`config.mk`:
```
export PLATFORM = sky130hd
export DESIGN_NAME = iir_inverse_filter
export DESIGN_NICKNAME = d
export VERILOG_FILES = /design/src/rtl/filt_pkg.sv /design/src/rtl/iir_history.sv /design/src/rtl/iir_inverse_filter.sv
export SDC_FILE = /design/constraint.sdc
export NUM_CORES = 2
export LEC_CHECK = 0
export CAP_MARGIN = 20
export CORE_ASPECT_RATIO = 1.1
export CORE_MARGIN = 4
export CORE_UTILIZATION = 47
export DETAILED_ROUTE_END_ITERATION = 6
export DONT_BUFFER_PORTS = 1
export GPL_ROUTABILITY_DRIVEN = 0
export SETUP_SLACK_MARGIN = 0.2
export SYNTH_ARGS = -nofsm -noshare
export SYNTH_HDL_FRONTEND = slang
export SYNTH_SLANG_ARGS = --single-unit
```
`constraint.sdc`:
```
create_clock -name clk -period 28.6 [get_ports clk]
set_clock_uncertainty 0.1 [all_clocks]
set_input_delay 2.86 -clock clk [delete_from_list [all_inputs] [get_ports clk]]
set_output_delay 2.86 -clock clk [all_outputs]
set_load 0.01 [all_outputs]
```
`src/rtl/filt_pkg.sv`:
```
// Shared types and constants for the IIR inverse filter.
package filt_pkg;

    // 32-bit two's complement sample; all arithmetic wraps at this width.
    typedef logic signed [31:0] sample_t;

    typedef enum logic [1:0] {
        IDLE = 2'd0,
        MAC  = 2'd1,
        OUT  = 2'd2
    } state_t;

    localparam int M_DEFAULT = 4;

endpackage

```
`src/rtl/iir_history.sv`:
```
// M-deep delay line of past outputs; shifts once per output handshake,
// all taps readable in parallel. taps[0] is the most recent output.
module iir_history
    import filt_pkg::*;
#(
    parameter int M = M_DEFAULT
) (
    input  logic    clk,
    input  logic    reset,
    input  logic    shift_en,
    input  sample_t din,
    output sample_t taps [0:M-1]
);

    sample_t hist_q [0:M-1];
    sample_t hist_d [0:M-1];

    // Next history: push din at the front when shifting, otherwise hold.
    always_comb begin
        hist_d = hist_q;
        if (shift_en) begin
            hist_d[0] = din;
            for (int i = 1; i < M; i++) begin
                hist_d[i] = hist_q[i-1];
            end
        end
    end

    // History register with asynchronous clear.
    always_ff @(posedge clk or negedge reset) begin
        if (!reset) begin
            for (int i = 0; i < M; i++) begin
                hist_q[i] <= '0;
            end
        end else begin
            hist_q <= hist_d;
        end
    end

    assign taps = hist_q;

endmodule

```
`src/rtl/iir_inverse_filter.sv`:
```
// All-pole IIR that undoes a monic FIR encoder:
//   y[n] = x[n] - sum(k=1..M) coeffs[k] * y[n-k]
// One shared multiplier walks the taps, one per MAC cycle.
//
// state | meaning
// IDLE  | waiting for din; din_ready high once out of reset
// MAC   | accumulating tap k (k = 1..M), one tap per cycle
// OUT   | result on dout, held until dout_ready
//
// An accepted sample spends its acceptance cycle plus M MAC cycles before
// OUT is entered; OUT lasts at least one cycle, so back-to-back throughput
// is one sample per M+2 cycles.
module iir_inverse_filter
    import filt_pkg::*;
#(
    parameter int M = M_DEFAULT
) (
    input  logic               clk,
    input  logic               reset,
    input  logic signed [31:0] coeffs [0:M],
    input  logic signed [31:0] din,
    input  logic               din_valid,
    output logic               din_ready,
    output logic signed [31:0] dout,
    output logic               dout_valid,
    input  logic               dout_ready
);

    state_t   state_q, state_d;
    logic [3:0] k_q, k_d;
    sample_t  acc_q, acc_d;
    sample_t  snap_q [0:M-1];
    sample_t  snap_d [0:M-1];
    // Low during reset so din_ready only rises on the first edge after release.
    logic     init_q, init_d;

    sample_t  hist_taps [0:M-1];
    sample_t  snap_sel;
    sample_t  hist_sel;
    sample_t  prod;
    logic     accept;
    logic     hist_shift;

    assign accept     = (state_q == IDLE) && init_q && din_valid;
    assign hist_shift = (state_q == OUT) && dout_ready;

    iir_history #(.M(M)) u_history (
        .clk      (clk),
        .reset    (reset),
        .shift_en (hist_shift),
        .din      (acc_q),
        .taps     (hist_taps)
    );

    // Route coefficient k and output y[n-k] to the single multiplier.
    always_comb begin
        snap_sel = '0;
        hist_sel = '0;
        for (int i = 0; i < M; i++) begin
            if (k_q == 4'(i + 1)) begin
                snap_sel = snap_q[i];
                hist_sel = hist_taps[i];
            end
        end
    end

    // 32-bit product; upper bits are discarded so the result wraps.
    assign prod = snap_sel * hist_sel;

    // State register.
    always_ff @(posedge clk or negedge reset) begin
        if (!reset) begin
            state_q <= IDLE;
        end else begin
            state_q <= state_d;
        end
    end

    // Next-state logic.
    always_comb begin
        state_d = state_q;
        case (state_q)
            IDLE:    if (accept) state_d = MAC;
            MAC:     if (k_q == 4'(M)) state_d = OUT;
            OUT:     if (dout_ready) state_d = IDLE;
            default: state_d = IDLE;
        endcase
    end

    // Datapath next values: load on accept, accumulate in MAC, hold in OUT.
    always_comb begin
        acc_d  = acc_q;
        k_d    = k_q;
        snap_d = snap_q;
        init_d = 1'b1;
        case (state_q)
            IDLE: begin
                if (accept) begin
                    acc_d = din;
                    k_d   = 4'd1;
                    for (int i = 0; i < M; i++) begin
                        snap_d[i] = coeffs[i+1];
                    end
                end
            end
            MAC: begin
                acc_d = acc_q - prod;
                k_d   = k_q + 4'd1;
            end
            default: ;
        endcase
    end

    // Datapath registers.
    always_ff @(posedge clk or negedge reset) begin
        if (!reset) begin
            acc_q  <= '0;
            k_q    <= '0;
            init_q <= 1'b0;
            for (int i = 0; i < M; i++) begin
                snap_q[i] <= '0;
            end
        end else begin
            acc_q  <= acc_d;
            k_q    <= k_d;
            init_q <= init_d;
            snap_q <= snap_d;
        end
    end

    // Output decode from the current state.
    always_comb begin
        din_ready  = (state_q == IDLE) && init_q;
        dout_valid = (state_q == OUT);
        dout       = acc_q;
    end

endmodule
```
-- Yosys cells after proc, flatten, opt, wreduce, memory -nomap -nowiden
Cells that the tools add are included.
- add/sub/neg operators: 2
- multipliers: 1
- divide/modulo/power cells: 0
- magnitude comparators: 0
- equal/unequal tests: 9
- shifts and indexed selects: 0
- mux-type cells: 16
- bitwise logic cells: 0
- reduce and logical (&&, ||, !) cells: 8
- operators with widths (cell ; number):
    $mux W32 ; 9
    $pmux W32 S2 ; 1
    $mul A32 B32 Y32 ; 1
    $sub A32 B32 Y32 ; 1
    $eq A4 B2 Y1 const B ; 2
    $pmux W4 S2 ; 1
    $mux W2 ; 3
    $pmux W2 S3 ; 1
    $add A4 B1 Y4 const B ; 1
    $eq A4 B1 Y1 const B ; 1
    $eq A4 B3 Y1 const B ; 1
    $mux W4 ; 1
    $ne A2 B2 Y1 const B ; 2
    $reduce_and A2 Y1 ; 2
    $logic_and A1 B1 Y1 ; 3
    $reduce_and A3 Y1 ; 1
    $eq A2 B1 Y1 const B ; 1
    $eq A2 B2 Y1 const B ; 1
    $logic_not A2 Y1 ; 1
    $ne A2 B1 Y1 const B ; 1
    $reduce_bool A2 Y1 ; 1
- flip-flop bits (word level): 295
- latch bits: 0
- memory bits (writable): 0
- bits in read-only memories: 0
- output and inout bits: 34
- memories kept: 0

-- Longest topological paths before layout
- word-level depth: 8
- gate-level depth with buffers: 41
- gate-level depth less buffers: 36

-- By module
A second synthesis with hierarchy kept.
- cells, all modules: 3307
- area, all modules: 30624.4 um^2
- modules (own cells, without submodules) (module ; instances ; cells an instance ; area an instance (um^2) ; seq. area each (um^2)):
    iir_inverse_filter ; 1 ; 3037 ; 25802.2 ; 4179.0
    iir_history ; 1 ; 270 ; 4822.1 ; 3203.1

-- Worst setup path after synthesis
OpenSTA, ideal clock, no wires.
- kind: register to register
- start point: register k_q[0]
- end point: register acc_q[31], in the netlist dout[31]
- arrival time: 8.768 ns
- setup slack: 19.655 ns
- cell stages (with the launch flop): 35
- path buffers: 7
- cell sequence: dfrtp_1 inv_1 ha_1 and3b_1 buf_2 buf_4 buf_2 buf_2 buf_1 a21o_1 clkbuf_1 buf_1 nand2_1 fa_1 fa_1 fa_1 inv_1 fa_1 fa_1 inv_1 fa_1 fa_1 inv_1 fa_1 inv_1 ha_1 a21oi_1 nand2_1 a211o_1 a31o_2 o311ai_0 o21a_1 o21ai_0 xor2_1 a21oi_1
- word-level cells in the longest chain between the ends: 8
- elaborated cells on any way between the ends: 15
- RTL lines (what ; line ; RTL):
    start: declaration ; iir_inverse_filter.sv:30 ; logic [3:0] k_q, k_d;
    start signal: assignment ; iir_inverse_filter.sv:125 ; k_q <= k_d;
    $eq A4 B1 Y1 ; iir_inverse_filter.sv:60 ; if (k_q == 4'(i + 1)) begin
    $mux W32 (4 in series) ; iir_inverse_filter.sv:60 ;
    $mul A32 B32 Y32 (*) ; iir_inverse_filter.sv:68 ; assign prod = snap_sel * hist_sel;
    $sub A32 B32 Y32 (*) ; iir_inverse_filter.sv:107 ; acc_d = acc_q - prod;
    $pmux W32 S2 (*) ; iir_inverse_filter.sv:96 ; case (state_q)
    end signal: assignment ; iir_inverse_filter.sv:117 ; acc_q <= '0;
    end signal: assignment ; iir_inverse_filter.sv:124 ; acc_q <= acc_d;
    end: declaration ; iir_inverse_filter.sv:31 ; sample_t acc_q, acc_d;
Mark *: on every way between the ends. The rest lies on a longest branch, timed or not.
A chain may end at the register's enable or synchronous reset.

-- Final worst setup path
- start point: register k_q[0]
- end point: register acc_q[30], in the netlist dout[30]
Same word-level chain as after synthesis.

==> impl_results.md <==
- Max_cap viols: 0
- Most common cell after layout, fill and taps aside: nand2_1
- I/O pin count: 230
- Max-slew headroom: 0.3010
- Register area share after synthesis: 0.2426
- Syn_nets: between 4000 and 5000
- RSZ-0062 raised after global routing: false
- Post-DP HPWL: 69770 microns
- Worst Path Buf+Inv: 7
- Hold_buf cts: 0
- Initial antenna violation count: 8
- Final period utilization: 0.3749
- First DRT Iteration DRCs: between 2000 and 2500
- Status: finished clean
- CTS root buf: clkbuf_16
- Post-CTS Setup Repair Bufs: 0
- Syn avg cell area: 9.120 sq um
- Post-synthesis cell type count: between 60 and 70
- First-pass GRT wire length: 145700 microns
- Worst reg2reg path depth: 30
- Warnings from Yosys: 0
- Share of layout cells above drive strength 1: 0.08598
- CTS Buffer Depth: 3
- Vias/cell: ~5.6
- Worst reg2reg path endpoint: dout[30]$_DFFE_PN0P_
- Placement Rows: a little under 100
- Ys flop type: dfrtp_1
- DRC: 0
- Hold crit path type: register to register
- Port Buf Inserts: 0
- CP max-delay cell: ha_2
- Hold Fails Final Rpt: 0
- Antenna Nets Post-Route: 0
- Crit. Startpoint: k_q[0]$_DFFE_PN0P_
- CTS clk-pin slew, worst paths: about 0.070 ns
- Via Count: 23251
- Synthesized area: roughly 30000 sq um
- Arr. time, crit path: around 11 ns
- Async set-reset flop share out of synthesis: 1.000
- Die height: roughly 270 microns
- Post-place setup slack: roughly 18 ns
- Num CTS Buffers: 31
- Post-DR wirelength/cell: ~23 microns
- Critical path endpoint category: register
- Layout net count: 4058
- Crit Path Class: register to register
- Crit path launch type: register
- CP Depth: 30
- CP required: around 29 ns
- Seq cells post-synth: approximately 300
- RR Startpoint: k_q[0]$_DFFE_PN0P_
- Filler instances: between 5000 and 6000
- Post-synth EDFFs: 0
- Worst-path fanout max: 50
- Slew of the pin with the lowest slew margin: ~1.0 ns
- Post-Route Hold Slack: approximately 0.37 ns
- Final WS setup: between 15 and 20 ns
- Die X: approximately 250 microns
- Area taken by flip-flops and latches: 7382 sq um
- Most used cell, CP: fa_1
- CTS resizes: 0
- Largest net degree at the start of global routing: about 300
- Final Max Slew Viols: 0
- Layout overhead on the synthesized area: 6.393%
- End point of the critical path: dout[30]$_DFFE_PN0P_
- Grt ovf: 0
- Core Area: approximately 64000 sq um
- Final WL: ~94000 microns
- CTS tree: done
- Initial Utilization: 0.4758
- Post-layout min period: around 11 ns
- Clk sinks: 295
- Vias in the first global route: around 25000
- Die area: between 60000 and 70000 sq um
- Worst-Skew Late Latency: slightly below 0.6 ns
- Reg2reg setup slack: 17.88 ns
- Multi-input logic area: roughly 20000 sq um
- GRT Overall Usage: 0.2763
- Final setup vio count: 0
- CP peak stage delay: ~0.73 ns
- TritonRoute pass-1 iters: 6
- FMAX: 93.27 MHz
- Fin Setup TNS: 0 ns
- Delay-heaviest family, CP: adder cells
- Most frequent cells in the layout: nand2_1 (727), inv_1 (544), fa_1 (440)
- Cells after Synth: around 3300
- H-tree Lvls: 1
==> state kept, by name (all words and copies together) (netlist names) <==
signal and flops:
snap_q 128, u_history.taps 128, dout 32, k_q 4, state_q 2, init_q 1
==> worst min-delay path, cell delays in order (launching register included) <==
cell and delay (ns):
dfrtp_1 0.33, nand2_1 0.05, nand2_1 0.05
==> synthesized netlist by cell type, types with 19 or more instances <==
library cell  count  area share
nand2_1         729       0.090
inv_1           544       0.067
fa_1            440        0.29
dfrtp_1         295        0.24
nor2_1          291       0.036
ha_1            165       0.068
clkbuf_1        126       0.016
mux2_2          125       0.046
a21oi_1          76       0.012
o21ai_0          61       0.010
xnor2_1          50       0.014
nand2b_1         42      0.0086
buf_2            30      0.0049
nand3b_1         26      0.0064
nor2b_1          26      0.0053
and2_1           22      0.0045
a21o_1           19      0.0047
a31oi_1          19      0.0039
a32o_1           19      0.0062
==> through the flow <==
stage / std cells / instance area (sq um) / utilization
floorplan: 3337 / 30430 / -
global placement: 4063 / 31320 / 0.4897
detailed placement: 4064 / 31330 / 0.4898
CTS: 4120 / 32340 / 0.5057
global route: 4121 / 32370 / 0.5061
finish: 4124 / 32380 / 0.5063
==> cell type report <==
class,instances,area share
Antenna cell,3,0.0002318
Clock buffer,44,0.02763
Clock inverter,12,0.003710
Inverter,544,0.06306
Multi-Input combinational cell,2321,0.6294
Sequential cell,295,0.2280
Tap cell,841,0.03250
Timing Repair Buffer,64,0.01546
==> worst min-delay path by stage <==
stage / start / to / slack (ns) / cells past startpoint
floorplan: snap_q[35]$_DFFE_PN0P_ / snap_q[35]$_DFFE_PN0P_ / 0.34 / 2
global placement: snap_q[59]$_DFFE_PN0P_ / snap_q[59]$_DFFE_PN0P_ / 0.35 / 2
detailed placement: snap_q[46]$_DFFE_PN0P_ / snap_q[46]$_DFFE_PN0P_ / 0.36 / 2
CTS: snap_q[46]$_DFFE_PN0P_ / snap_q[46]$_DFFE_PN0P_ / 0.37 / 2
global route: snap_q[40]$_DFFE_PN0P_ / snap_q[40]$_DFFE_PN0P_ / 0.39 / 2
finish: snap_q[40]$_DFFE_PN0P_ / snap_q[40]$_DFFE_PN0P_ / 0.37 / 2
==> layer usage <==
layer	vias up	wire length, microns	global-route usage
met3	255	7455	0.04652
met2	929	45040	0.4644
met5	-	27	0
li1	10147	-	-
met1	11916	36720	0.3514
met4	4	5236	0.1299
==> logic make-up after synthesis <==
kind of cell	share of synthesized area
buffers and inverters	0.09127
multiplexers	0.04691
flip-flops	0.2426
other	0.0001232
AND/OR/NAND/NOR	0.1628
XOR/XNOR	0.02598
adder cells (fa/ha/maj)	0.3573
AO/OA/AOI/OAI	0.07310
Power is left out: the tool's default activity adds up to more than one toggle a clock period on the data nets, which glitch-free logic cannot reach.
